<file path="src/rtl/alu_pkg.sv">
// Shared definitions for the execution stage and the ALU it drives:
// opcode constants, ONZ flag bit positions and the execution FSM states.
package alu_pkg;

   // Opcodes are opaque to the execution unit; only the ALU decodes them.
   localparam logic [2:0] OP_ADD  = 3'd0;
   localparam logic [2:0] OP_SUB  = 3'd1;
   localparam logic [2:0] OP_AND  = 3'd2;
   localparam logic [2:0] OP_OR   = 3'd3;
   localparam logic [2:0] OP_XOR  = 3'd4;
   localparam logic [2:0] OP_SHL  = 3'd5;
   localparam logic [2:0] OP_SHR  = 3'd6;
   localparam logic [2:0] OP_PASB = 3'd7;

   // Bit positions inside the 3-bit ONZ flag vector.
   localparam int FLAG_O = 2;
   localparam int FLAG_N = 1;
   localparam int FLAG_Z = 0;

   // Execution FSM: accept, let the ALU settle, then write back.
   typedef enum logic [1:0] {
      IDLE = 2'd0,
      EXEC = 2'd1,
      WB   = 2'd2
   } state_t;

endpackage

</file>
<file path="src/rtl/reg_file.sv">
// NREGS x WIDTH register file: two combinational operand read ports, one
// combinational debug read port and one synchronous write port. R0 always
// reads as zero and is never written.
module reg_file #(
   parameter int WIDTH = 8,
   parameter int NREGS = 8,
   localparam int AW   = $clog2(NREGS)
) (
   input  logic             clk,
   input  logic             rst_n,
   input  logic [AW-1:0]    raAddr_i,
   output logic [WIDTH-1:0] raData_o,
   input  logic [AW-1:0]    rbAddr_i,
   output logic [WIDTH-1:0] rbData_o,
   input  logic [AW-1:0]    dbgAddr_i,
   output logic [WIDTH-1:0] dbgData_o,
   input  logic             wrEn_i,
   input  logic [AW-1:0]    wrAddr_i,
   input  logic [WIDTH-1:0] wrData_i
);

   logic [WIDTH-1:0] regs_q [NREGS];

   // Storage: cleared on reset, written on the rising edge; R0 writes are dropped.
   always_ff @(posedge clk or negedge rst_n) begin
      if (!rst_n) begin
         for (int i = 0; i < NREGS; i++) begin
            regs_q[i] <= '0;
         end
      end else if (wrEn_i && (wrAddr_i != '0)) begin
         regs_q[wrAddr_i] <= wrData_i;
      end
   end

   assign raData_o  = (raAddr_i  == '0) ? '0 : regs_q[raAddr_i];
   assign rbData_o  = (rbAddr_i  == '0) ? '0 : regs_q[rbAddr_i];
   assign dbgData_o = (dbgAddr_i == '0) ? '0 : regs_q[dbgAddr_i];

endmodule

</file>
<file path="src/rtl/alu_exec_unit.sv">
// Execution stage wrapped around an external ALU. Accepts one instruction per
// three cycles: operands are latched on accept, the ALU result is captured at
// the end of EXEC, and write-back plus flag update happen at the end of WB.
module alu_exec_unit
   import alu_pkg::*;
#(
   parameter int WIDTH = 8,
   parameter int NREGS = 8,
   localparam int AW   = $clog2(NREGS)
) (
   input  logic             clk,
   input  logic             rst_n,
   input  logic             instr_valid,
   output logic             instr_ready,
   input  logic [2:0]       instr_op,
   input  logic [AW-1:0]    instr_rd,
   input  logic [AW-1:0]    instr_ra,
   input  logic [AW-1:0]    instr_rb,
   input  logic             instr_imm_en,
   input  logic [WIDTH-1:0] instr_imm,
   output logic [WIDTH-1:0] alu_a,
   output logic [WIDTH-1:0] alu_b,
   output logic [2:0]       alu_op,
   input  logic [WIDTH-1:0] alu_y,
   input  logic [2:0]       alu_onz,
   output logic [2:0]       flags,
   output logic             done,
   input  logic [AW-1:0]    dbg_addr,
   output logic [WIDTH-1:0] dbg_data
);

   state_t           state_q;
   logic [WIDTH-1:0] opA_q;
   logic [WIDTH-1:0] opB_q;
   logic [2:0]       op_q;
   logic [AW-1:0]    rd_q;
   logic [WIDTH-1:0] res_q;
   logic [2:0]       onz_q;
   logic [2:0]       flags_q;

   logic [WIDTH-1:0] raData;
   logic [WIDTH-1:0] rbData;
   logic             wrEn;

   // Write-back happens only in WB; an aborted instruction never reaches it.
   assign wrEn = (state_q == WB);

   reg_file #(
      .WIDTH (WIDTH),
      .NREGS (NREGS)
   ) u_reg_file (
      .clk       (clk),
      .rst_n     (rst_n),
      .raAddr_i  (instr_ra),
      .raData_o  (raData),
      .rbAddr_i  (instr_rb),
      .rbData_o  (rbData),
      .dbgAddr_i (dbg_addr),
      .dbgData_o (dbg_data),
      .wrEn_i    (wrEn),
      .wrAddr_i  (rd_q),
      .wrData_i  (res_q)
   );

   // Sequencer: latch operands on accept, capture the ALU in EXEC, retire in WB.
   always_ff @(posedge clk or negedge rst_n) begin
      if (!rst_n) begin
         state_q <= IDLE;
         opA_q   <= '0;
         opB_q   <= '0;
         op_q    <= '0;
         rd_q    <= '0;
         res_q   <= '0;
         onz_q   <= '0;
         flags_q <= '0;
      end else begin
         case (state_q)
            IDLE: begin
               if (instr_valid) begin
                  op_q    <= instr_op;
                  rd_q    <= instr_rd;
                  opA_q   <= raData;
                  opB_q   <= instr_imm_en ? instr_imm : rbData;
                  state_q <= EXEC;
               end
            end
            EXEC: begin
               res_q   <= alu_y;
               onz_q   <= alu_onz;
               state_q <= WB;
            end
            WB: begin
               flags_q <= onz_q;
               state_q <= IDLE;
            end
            default: begin
               state_q <= IDLE;
            end
         endcase
      end
   end

   assign instr_ready = (state_q == IDLE);
   assign done        = (state_q == WB);
   assign alu_a       = opA_q;
   assign alu_b       = opB_q;
   assign alu_op      = op_q;
   assign flags       = flags_q;

endmodule

</file>
<file path="config.mk">
export PLATFORM = sky130hd
export DESIGN_NAME = alu_exec_unit
export DESIGN_NICKNAME = d
export VERILOG_FILES = /design/src/rtl/alu_pkg.sv /design/src/rtl/reg_file.sv /design/src/rtl/alu_exec_unit.sv
export SDC_FILE = /design/constraint.sdc
export NUM_CORES = 1
export LEC_CHECK = 0
export ABC_AREA = 0
export CORE_ASPECT_RATIO = 1.75
export CORE_MARGIN = 3
export CORE_UTILIZATION = 55
export CTS_CLUSTER_SIZE = 16
export DETAILED_ROUTE_END_ITERATION = 8
export PLACE_DENSITY = 0.89
export SKIP_CTS_REPAIR_TIMING = 1
export SLEW_MARGIN = 10
export SYNTH_ARGS = -nofsm -noshare
export SYNTH_HDL_FRONTEND = slang
export SYNTH_SLANG_ARGS = --single-unit
</file>
<file path="constraint.sdc">
create_clock -name clk -period 2.5 [get_ports clk]
set_input_delay 0.625 -clock clk [delete_from_list [all_inputs] [get_ports clk]]
set_output_delay 0.625 -clock clk [all_outputs]
set_load 0.01 [all_outputs]
</file>
==> flow_summary.ini <==
[outcome]
outcome = complete, no violations

[sta]
relSlewSlack_pct = 52.8
slew_violations = 0
fin_ws_ns = 0.0351
hold_viol = 0
fin_worst_skew_ns = 0.00904
fin_crit_sh_pct = 98.6
setup-violations-final = 0
min_period_ns = 2.46
tns_ns = 0
whs_ns = 0.249
fmax_mhz = 406
tightest_slew_ns = 0.707

[critical_path]
critPathKind = in -> out
worstSetupStartpointType = primary input
critPathMaxStageDelay_ns = 0.50
path_cells = clkbuf_2 -> buf_12 -> buf_12 -> mux4_2 -> inv_1 -> a21oi_1 -> dlymetal6s2s_1
arrival_ns = 1.84
crit_required_ns = 1.88
worstReg2RegStart = state_q[0]$_DFFE_PN0P_
critical-path-slowest-cell = mux4_2
path_common_cell = buf_12
r2r_cells = 5
r2r-end = u_reg_file.regs_q[53]$_DFFE_PN0P_
reg2reg_slack_ns = 0.60
critPathMaxFanout = 10
worst_setup_path_end_kind = output pin

[global_routing]
gr-total-overflow = 0
grt_antenna_before_repair = 0
grt_max_degree = 45
grt_pass1_vias = 3994
track_usage_pct = 27.3
grt_pass1_wl_mm = 21.6

[placement]
placed_cell_area_sq_um = 5990
routabilityCongestion = 0.926
pre_cts_slack_ns = -0.650
hpwl_mm = 9.33
port_buffers = 69

[synthesis]
yosys_warnings = 0
synth_ff_type = dfrtp_1
ys_async_sr_fraction_pct = 100
synth-compound-area-share_pct = 11.2
synth_mux_area_share_pct = 30.8
synth_cells = 422
syn_area_per_cell_sq_um = 11.9
synthXorXnorAreaFrac_pct = 0
synth_top_family_by_area = multiplexers
yosys.area_share.simple_pct = 7.24
synth_seq_area_share_pct = 46.8
yosys.area_share.adder_pct = 0
synthesis.nets = 460
netlist-cell-type-count = 41
synth_edf_count = 0
synth-seq-cells = 94
syn-cell-area_sq_um = 5030

[die]
die_y_microns = 132
die_w_microns = 78.3
dieArea_sq_um = 10400
num_rows = 45
core_area_sq_um = 8780
initial_utilization_pct = 57.2
io-pin-count = 70

[drt]
wire_per_inst_microns = 21.8
first_pass_iters = 5
drc_errors = 0
drt-initial-drc-count = 451
final_antenna_net_count = 0
drt-total-wl_mm = 13.7
via_per_inst = 6.35
detailroute.via_count = 3984

[final_layout]
fillCellCount = 588
fin_util_pct = 73.0
area_growth_syn_to_layout_pct = 27.5
register_area_sq_um = 2350
final_cell_mix = dfrtp_1, mux2_2, clkdlybuf4s50_1, nand2_1, mux2i_1
stdcell_area_sq_um = 6410
drive_gt1_share_pct = 29.8
n_antenna_cell = 0
nets = 543
final_common_cell = dfrtp_1
multi_input_area_sq_um = 2520

[clock_network]
cts-htree-levels = 3
cts_tree = yes
cts_root_buf = clkbuf_16
cts_buffers = 9
clock_latency_ns = 0.35
cts_num_sinks = 94
clock_path_buffers = 2
path_clk_slew_ns = 0.07

[pwr]
peakVddDrop_v = 0.000600
p_leak_uw = 0.00296
power.density_nw_per_um2 = 1030

[min_path]
worstHoldPathType = in -> async

[flow_run]
max-cap-violations = 0
cell usage after synthesis, types with 6 or more instances:
library cell	number	area share, %
dfrtp_1	94	47
mux2_2	72	16
nand2_1	41	3.1
mux2i_1	38	7.6
inv_1	18	1.3
a21oi_1	16	1.6
o21ai_0	14	1.4
buf_2	12	1.2
nor2_1	11	0.82
clkbuf_1	9	0.67
mux4_2	9	4.0
mux2_4	8	2.4
a221oi_1	7	1.2
o221ai_1	7	1.2
o22ai_1	7	0.87
a211oi_1	6	0.90
a22oi_1	6	0.90
o22a_1	6	1.0
worst max-delay path: cells and delay by family:
family                 cells  cell delay (ns)
AOI/OAI and AO/OA          1             0.08
buffers and inverters      5             0.61
muxes                      1             0.50
area by class of cell:
cell class                 count  area share, %
multi-input combinational    283           39.3
sequential                    94           36.7
timing repair buffer          98           15.8
clock buffer                  10           3.73
tap                          117           2.28
inverter                      19           1.13
clock inverter                 6           1.09
metrics by stage:
| stage | cells | power [uW] |
|---|---|---|
| CTS | 624 | 6510 |
| finish | 627 | 6580 |
| detailed placement | 608 | 5050 |
| global route | 627 | 6900 |
| floorplan | 422 | 4100 |
| global placement | 608 | 4890 |
routing by layer:
metal	global-route usage, %	vias up	part of all wire (%)	routed length, microns
li1	-	1725	-	-
met1	33.3	1994	38	5180
met2	45.7	223	52	7170
met3	5.18	42	5.9	810
met4	13.7	0	3.8	519
met5	0	-	0	0
cell families (layout without fill, tap and decap cells):
logic type / Yosys count / after routing
multiplexers: 130 / 130
AO/OA/AOI/OAI: 81 / 81
buffers and inverters: 45 / 133
AND/OR/NAND/NOR: 72 / 72
flip-flops: 94 / 94
worst max-delay path by stage:
stage                            from           to  slack (ns)  depth (start not counted)
after floorplan           dbg_addr[0]  dbg_data[7]        0.10                          5
after global placement    dbg_addr[1]  dbg_data[1]       -0.66                          6
after detailed placement  dbg_addr[1]  dbg_data[6]       -0.65                          6
after CTS                 dbg_addr[1]  dbg_data[6]       -0.66                          6
after global routing      dbg_addr[1]  dbg_data[4]       -0.01                          7
final                     dbg_addr[0]  dbg_data[0]        0.04                          7
state kept, by name (all words and copies together) (netlist names):
signal	cells
state_q	2
u_reg_file.regs_q	56
alu_op	3
rd_q	3
alu_b	8
res_q	8
onz_q	3
flags	3
alu_a	8
power breakdown:
| group | internal [uW] | switching [uW] | total [uW] | leakage [uW] |
|---|---|---|---|---|
| Sequential | 2170 | 746 | 2910 | 0.00117 |
| Clock | 808 | 610 | 1420 | 0.000141 |
| Combinational | 1350 | 894 | 2240 | 0.00164 |
Power figures use the tool's default switching activity.
